## src/rtl/stopwatch_ctrl.sv

```systemverilog
// stopwatch_ctrl: debounced 3-button stopwatch with BCD count, lap freeze and 4-digit scan
module stopwatch_ctrl #(
  parameter int TICK_DIV   = 100000000,
  parameter int SCAN_DIV   = 100000,
  parameter int DEB_CYCLES = 1000000
) (
  input  logic        clk,
  input  logic        rst,
  input  logic        btn_start,
  input  logic        btn_clear,
  input  logic        btn_lap,
  output logic [3:0]  seg_an,
  output logic [3:0]  digit,
  output logic [15:0] count_bcd,
  output logic        running,
  output logic        wrap
);
  localparam int CW = $clog2(DEB_CYCLES + 1);
  localparam int TW = $clog2(TICK_DIV);
  localparam int SW = $clog2(SCAN_DIV);
  typedef enum logic [1:0] {IDLE, RUN, PAUSE, LAP} state_t;
  state_t state, nxt;
  logic [2:0] raw, s1, s2, lvl, press;
  logic [CW-1:0] dcnt [3];
  logic [TW-1:0] tdiv;
  logic [SW-1:0] sdiv;
  logic [1:0] sel, sel_nxt;
  logic [15:0] lap_reg, disp, cnt_inc;
  logic clr, start, lap, tick, swrap;
  function automatic logic [15:0] bcd_inc(input logic [15:0] v);
    logic c;
    bcd_inc = v;
    c = 1'b1;
    for (int i = 0; i < 4; i++)
      if (c) begin
        if (v[4*i +: 4] == 4'd9) bcd_inc[4*i +: 4] = 4'd0;
        else begin
          bcd_inc[4*i +: 4] = v[4*i +: 4] + 4'd1;
          c = 1'b0;
        end
      end
  endfunction
  assign raw = {btn_lap, btn_clear, btn_start};
  assign {lap, clr, start} = press;
  // press is registered after acceptance, giving DEB_CYCLES+3 from raw edge to state change
  always_ff @(posedge clk) begin
    if (rst) begin
      s1 <= '0;
      s2 <= '0;
      lvl <= '0;
      press <= '0;
      for (int i = 0; i < 3; i++) dcnt[i] <= '0;
    end else begin
      s1 <= raw;
      s2 <= s1;
      press <= '0;
      for (int i = 0; i < 3; i++)
        if (s2[i] == lvl[i]) dcnt[i] <= '0;
        else if (dcnt[i] == CW'(DEB_CYCLES - 1)) begin
          dcnt[i] <= '0;
          lvl[i] <= s2[i];
          press[i] <= s2[i];
        end else dcnt[i] <= dcnt[i] + 1'b1;
    end
  end
  assign running = (state == RUN) || (state == LAP);
  assign tick = running && (tdiv == TW'(TICK_DIV - 1));
  assign cnt_inc = bcd_inc(count_bcd);
  always_comb begin
    nxt = state;
    if (clr) nxt = IDLE;
    else if (start) nxt = running ? PAUSE : RUN;
    else if (lap) nxt = (state == RUN) ? LAP : (state == LAP) ? RUN : state;
  end
  always_ff @(posedge clk) begin
    if (rst || clr) begin
      state <= IDLE;
      tdiv <= '0;
      count_bcd <= '0;
      lap_reg <= '0;
      wrap <= 1'b0;
    end else begin
      state <= nxt;
      if (running) tdiv <= tick ? '0 : tdiv + 1'b1;
      if (tick) count_bcd <= cnt_inc;
      if (state != LAP && nxt == LAP) lap_reg <= count_bcd;
      wrap <= tick && (count_bcd == 16'h9999);
    end
  end
  assign disp = (state == LAP) ? lap_reg : count_bcd;
  assign swrap = sdiv == SW'(SCAN_DIV - 1);
  assign sel_nxt = sel + {1'b0, swrap};
  always_ff @(posedge clk) begin
    if (rst) begin
      sdiv <= '0;
      sel <= '0;
      seg_an <= 4'b1110;
      digit <= '0;
    end else begin
      sdiv <= swrap ? '0 : sdiv + 1'b1;
      sel <= sel_nxt;
      seg_an <= ~(4'b0001 << sel_nxt);
      digit <= disp[{sel_nxt, 2'b00} +: 4];
    end
  end
endmodule
```

## config.mk

```make
export PLATFORM = sky130hd
export DESIGN_NAME = stopwatch_ctrl
export DESIGN_NICKNAME = d
export VERILOG_FILES = /design/src/rtl/stopwatch_ctrl.sv
export SDC_FILE = /design/constraint.sdc
export NUM_CORES = 1
export LEC_CHECK = 0
export ABC_AREA = 1
export BUFFER_PORTS_ARGS = -buffer_cell sky130_fd_sc_hd__buf_4
export CAP_MARGIN = 20
export CORE_AREA = 2 2 133 103
export CTS_CLUSTER_SIZE = 14
export DETAILED_ROUTE_END_ITERATION = 12
export DIE_AREA = 0 0 135 105
export HOLD_SLACK_MARGIN = 0.08
export PLACE_DENSITY = 0.84
export SYNTH_ARGS = -nofsm -noshare
export SYNTH_HDL_FRONTEND = slang
export SYNTH_SLANG_ARGS = --single-unit
```

## constraint.sdc

```tcl
create_clock -name clk -period 6 [get_ports clk]
set_clock_uncertainty 0.2 [all_clocks]
set_input_delay 1.2 -clock clk [delete_from_list [all_inputs] [get_ports clk]]
set_output_delay 1.2 -clock clk [all_outputs]
set_load 0.05 [all_outputs]
```

# After elaboration in Yosys (flattened, before gate mapping)
# Memory sizes are Yosys's and may differ from the RTL's.
# Cells that the tools add are included.
word_totals:
  ff_bits: 101
  ramBits: 60
  output_inout_bits: 26
  elab_cells: 142
  n_memories: 1
op_classes:
  addsub: 10
  eq_ne: 17
  shifts: 2
  mux: 61
  bitwise: 16
  reduce_logical: 15
mem_list:
  columns: ["memory", "words", "width", "rd", "rd_clocked_by_memory_dff", "wr", "line", "source"]
  rows:
  - ["dcnt", 3, 20, 3, 0, 3, "24", "logic [CW-1:0] dcnt [3];"]
op_table:
  columns: ["op", "count"]
  rows:
  - ["$mux 20", 9]
  - ["$add 20x1->20 const B", 3]
  - ["$eq 20x20->1 const B", 3]
  - ["$mux 1", 40]
  - ["$add 27x1->27 const B", 1]
  - ["$eq 27x27->1 const B", 1]
  - ["$mux 27", 1]
  - ["$add 17x1->17 const B", 1]
  - ["$eq 17x17->1 const B", 1]
  - ["$add 4x1->4 const B", 4]
  - ["$eq 16x16->1 const B", 1]
  - ["$eq 4x4->1 const B", 4]
  - ["$mux 16", 1]
  - ["$mux 4", 4]
  - ["$shiftx 16x5->4", 1]
  - ["$mux 2", 6]
  - ["$reduce_and 2->1", 6]
  - ["$or 1x1->1", 9]
  - ["$reduce_or 3->1", 3]
  - ["$not 1->1", 6]
  - ["$eq 2x2->1 const B", 2]
  - ["$not 4->4", 1]
  - ["$shl 1x2->4 const A", 1]
  - ["$eq 1x1->1", 3]
  - ["other kinds (6)", 9]

# Longest topological paths before layout
logic_depth:
  word_depth: 8
  ltp_mapped: 15
  depth_no_buf: 15

# Least setup slack after synthesis
# OpenSTA, ideal clock, no wires.
synth_timing:
  path_type: "register -> output"
  start: "register state[0]"
  end: "output running"
  t_arrival_ps: 1389
  required_ps: 4600
  path_slack_ps: 3211
  stages_incl_launch_ff: 6
  n_path_buf: 2
  path_cell_list: "dfxtp_1 -> ha_1 -> buf_6 -> inv_2 -> nand2_4 -> clkbuf_1"
synth_via:
  elab_chain_len: 2
  word_cells_on_any_way: 3
  cone_classes: "2 x eq/ne; 1 x reduce/logical"
synth_lines:
  columns: ["element", "line", "source"]
  rows:
  - ["start: declaration", "22", "state_t state, nxt;"]
  - ["start signal: assignment", "83", "state <= nxt;"]
  - ["$eq 2x1->1 or $eq 2x2->1 (tied branches)", "66", "assign running = (state == RUN) || (state == LAP);"]
  - ["$logic_or 1x1->1 (*)", "66", null]
  - ["end: declaration", "15", "output logic running,"]
# Mark *: on every way between the ends. The rest lies on a longest branch, timed or not.

# Worst setup path in the final report
layout_timing:
  start: "input rst"
  end: "register tdiv[14]"
layout_via:
  elab_chain_len: 1
layout_lines:
  columns: ["element", "line", "source"]
  rows:
  - ["start: declaration", "8", "input logic rst,"]
  - ["$logic_or 1x1->1", "76", "if (rst || clr) begin"]
  - ["end signal: assignment", "84", "if (running) tdiv <= tick ? '0 : tdiv + 1'b1;"]
  - ["end: declaration", "25", "logic [TW-1:0] tdiv;"]
# Every way passes these cells.
# A chain may end at the register's enable or synchronous reset.

==> results.sh <==
export IMPL_status="completed"
export IMPL_dieHeight_um=105
export IMPL_grt_max_degree=35
export IMPL_fin_nets=1244
export IMPL_die_w_um=135
export IMPL_grt_pass1_wl_um=31200
export IMPL_insertedDiodeCount=0
export IMPL_port_buffers=30
export IMPL_peakVddDrop_mv=0.241
export IMPL_yosysTopAreaCell="dfxtp_1"
export IMPL_grt_pass1_vias=6916
export IMPL_worst_endpoint_required_ns=6.17
export IMPL_via_count=7474
export IMPL_dpl_cell_area_sq_um=8940
export IMPL_synth_simple_area_share_pct=34.3
export IMPL_ys_ff_latch=161
export IMPL_cts_sinks=161
export IMPL_synth_adder_area_share_pct=1.19
export IMPL_fp_row_count=36
export IMPL_synthMuxAreaShare_pct=0.119
export IMPL_power_density_nw_per_um2=250
export IMPL_ctsHoldBuffers=0
export IMPL_top_regs="dcnt (60), tdiv (27), sdiv (17)"
export IMPL_p_comb_share_pct=2.6
export IMPL_synthCells=1144
export IMPL_drc=0
export IMPL_synth_compound_area_share_pct=7.57
export IMPL_clk_path_buf_depth=2
export IMPL_pin_count=31
export IMPL_ys_flop_type="dfxtp_1"
export IMPL_synth_enable_flop_cells=60
export IMPL_p_int_w=0.00189
export IMPL_antenna_found_initial=0
export IMPL_clk_pin_slew_worst_paths_ns=0.06
export IMPL_syn_mean_instance_area_sq_um=7.35
export IMPL_largest_register_ffs=60
export IMPL_grt_ovfl_total=0
export IMPL_core_area_sq_um=12800
export IMPL_worstMarginPinSlew_ns=1.03
export IMPL_hpwl_um=12800
export IMPL_cts_setup_buffers=0
export IMPL_cts_buffers=17
export IMPL_setup_viol=0
export IMPL_p_clk_share_pct=48.6
export IMPL_yosysWarnings=0
export IMPL_drt_iter0_drc=600
export IMPL_ant_nets=0
export IMPL_synthArstFlopShare_pct=0
export IMPL_tritoncts="done"
export IMPL_fmax_ghz=0.293
export IMPL_fin_crit_ns=3.42
export IMPL_start_kind="input port"
export IMPL_synth_cell_types=44
export IMPL_seqPwrFrac_pct=48.7
export IMPL_drive_above_1_share_pct=7.80
export IMPL_cp_max_fo=30
export IMPL_dieArea_sq_um=14200
export IMPL_drv_cap=0
export IMPL_timing_final_crit_share_pct=57.0
export IMPL_hp_class="flop to flop"
export IMPL_p_sw_w=0.000511
export IMPL_initial_core_util_pct=65.8
export IMPL_grt_use_total_pct=27.1
export IMPL_design_area_sq_um=9620
export IMPL_largest_register="dcnt"
export IMPL_synth_top_family_by_area="simple AND/OR/NAND/NOR gates"
export IMPL_hold_viol_final=0
export IMPL_post_cts_resized=0
export IMPL_critPathArrivalTime_ns=3.59
export IMPL_viasPerCell=5.28
export IMPL_drv_slew=0
export IMPL_p_total_w=0.00241
export IMPL_cts_root_buffer="clkbuf_16"
export IMPL_fin_tns_setup_ns=0
export IMPL_syn_area_sq_um=8410
export IMPL_fin_util_pct=75.2
export IMPL_rsz0062_at_grt="false"
export IMPL_routed_wl_um=18400
export IMPL_slew_headroom_pct=31.4
export IMPL_power_leakage_nw=3.73
export IMPL_ctsHtreeMaxLevel=4
export IMPL_synth_area_leaders="dfxtp_1 24%, edfxtp_1 21%, nand2_1 11%"
export IMPL_yosysSeqAreaShare_pct=45.5
export IMPL_synth_top_area_share_pct=24.0
export IMPL_cp_end_kind="flop"
export IMPL_clock_latency_ns=0.44
export IMPL_drtPass1Iterations=5
export IMPL_synthToLayoutAreaGrowth_pct=14.3
export IMPL_synth_xor_area_share_pct=3.23
export IMPL_place_gp_congestion=0.921
export IMPL_path_class="input port to flop"
export IMPL_switching_share_pct=21.2
export IMPL_routedWlPerCell_um=13.0
==> Yosys cell counts (all sizes together) (2+ instances only) <==
cell	instances
a21oi	76
nor3	46
xor2	19
nor3b	6
ha	8
o21ai	30
dfxtp	101
nand4	35
o22ai	5
edfxtp	60
clkbuf	7
o211ai	2
a22oi	2
nand2	259
or2	6
a31oi	2
nand3b	6
xnor2	12
nor2	215
buf	15
inv	145
nand3	79
==> placed cells by master (no fill, tap or decap), types with 3 or more instances in the layout <==
master	n
a21oi_1	76
buf_4	30
clkbuf_16	21
clkinv_2	3
conb_1	60
dfxtp_1	101
edfxtp_1	60
ha_1	8
inv_1	141
inv_2	4
nand2_1	252
nand2_2	5
nand3_1	77
nand3b_1	6
nand4_1	34
nor2_1	202
nor2_2	8
nor2_4	5
nor3_1	43
nor3b_1	6
o21ai_0	28
o22ai_1	5
or2_0	3
or2_2	3
xnor2_1	12
xor2_1	19
==> metrics by stage <==
stage / worst slack [ns] / instances / hold WS (ns)
after detailed placement: 2.23 / 1382 / 0.192
after global placement: 2.31 / 1382 / 0.190
after global routing: 2.37 / 1415 / 0.223
final: 2.58 / 1415 / 0.207
after CTS: 2.27 / 1414 / 0.202
after floorplan: 3.21 / 1203 / 0.188
==> cell type report <==
cell class / count / area, sq um
inverter: 145 / 544
multi-input combinational: 875 / 4130
tap: 171 / 214
fill: 1006 / 3180
clock buffer: 22 / 539
clock inverter: 10 / 113
timing repair buffer: 31 / 253
sequential: 161 / 3820
==> final timing paths <==
| kind | cells after the start | slack, ns | to | startpoint |
|---|---|---|---|---|
| max | 6 | 2.58 | tdiv[14] | rst |
| min | 2 | 0.21 | s2[0] | s1[0] |
| max reg2reg | 5 | 3.17 | tdiv[14] | press[1] |
| min reg2reg | 2 | 0.21 | s2[0] | s1[0] |
==> cell families after synthesis <==
| family | Yosys count |
|---|---|
| buffers and inverters | 167 |
| and+or+nand+nor | 654 |
| AOI/OAI and AO/OA | 121 |
| adders and majority gates | 8 |
| xor gates and xnor gates | 31 |
| other | 1 |
| muxes | 1 |
| DFF | 161 |
==> power groups by stage <==
| stage | registers (W) | logic [W] | clock network (W) |
|---|---|---|---|
| 6_report | 0.00117 | 0.0000631 | 0.00117 |
| 2_1_floorplan | 0.00119 | 0.0000505 | 0 |
| 5_1_grt | 0.00117 | 0.0000735 | 0.00122 |
| 4_1_cts | 0.00117 | 0.0000616 | 0.00118 |
| 3_5_place_dp | 0.00120 | 0.0000606 | 0 |
| 3_3_place_gp | 0.00119 | 0.0000589 | 0 |
==> critical path: stages <==
cell	delay [ns]
buf_4	0.19
nor2_1	0.60
inv_1	0.68
nor2_4	0.56
o21ai_0	0.18
a21oi_1	0.16
==> metal layers <==
layer	global-route usage [%]	vias up	wire length, um
met1	38.2	3382	8790
met5	0	-	0
met4	8.41	0	327
met2	41.4	224	8070
li1	-	3843	-
met3	6.45	25	1160
Power figures use the tool's default switching activity.
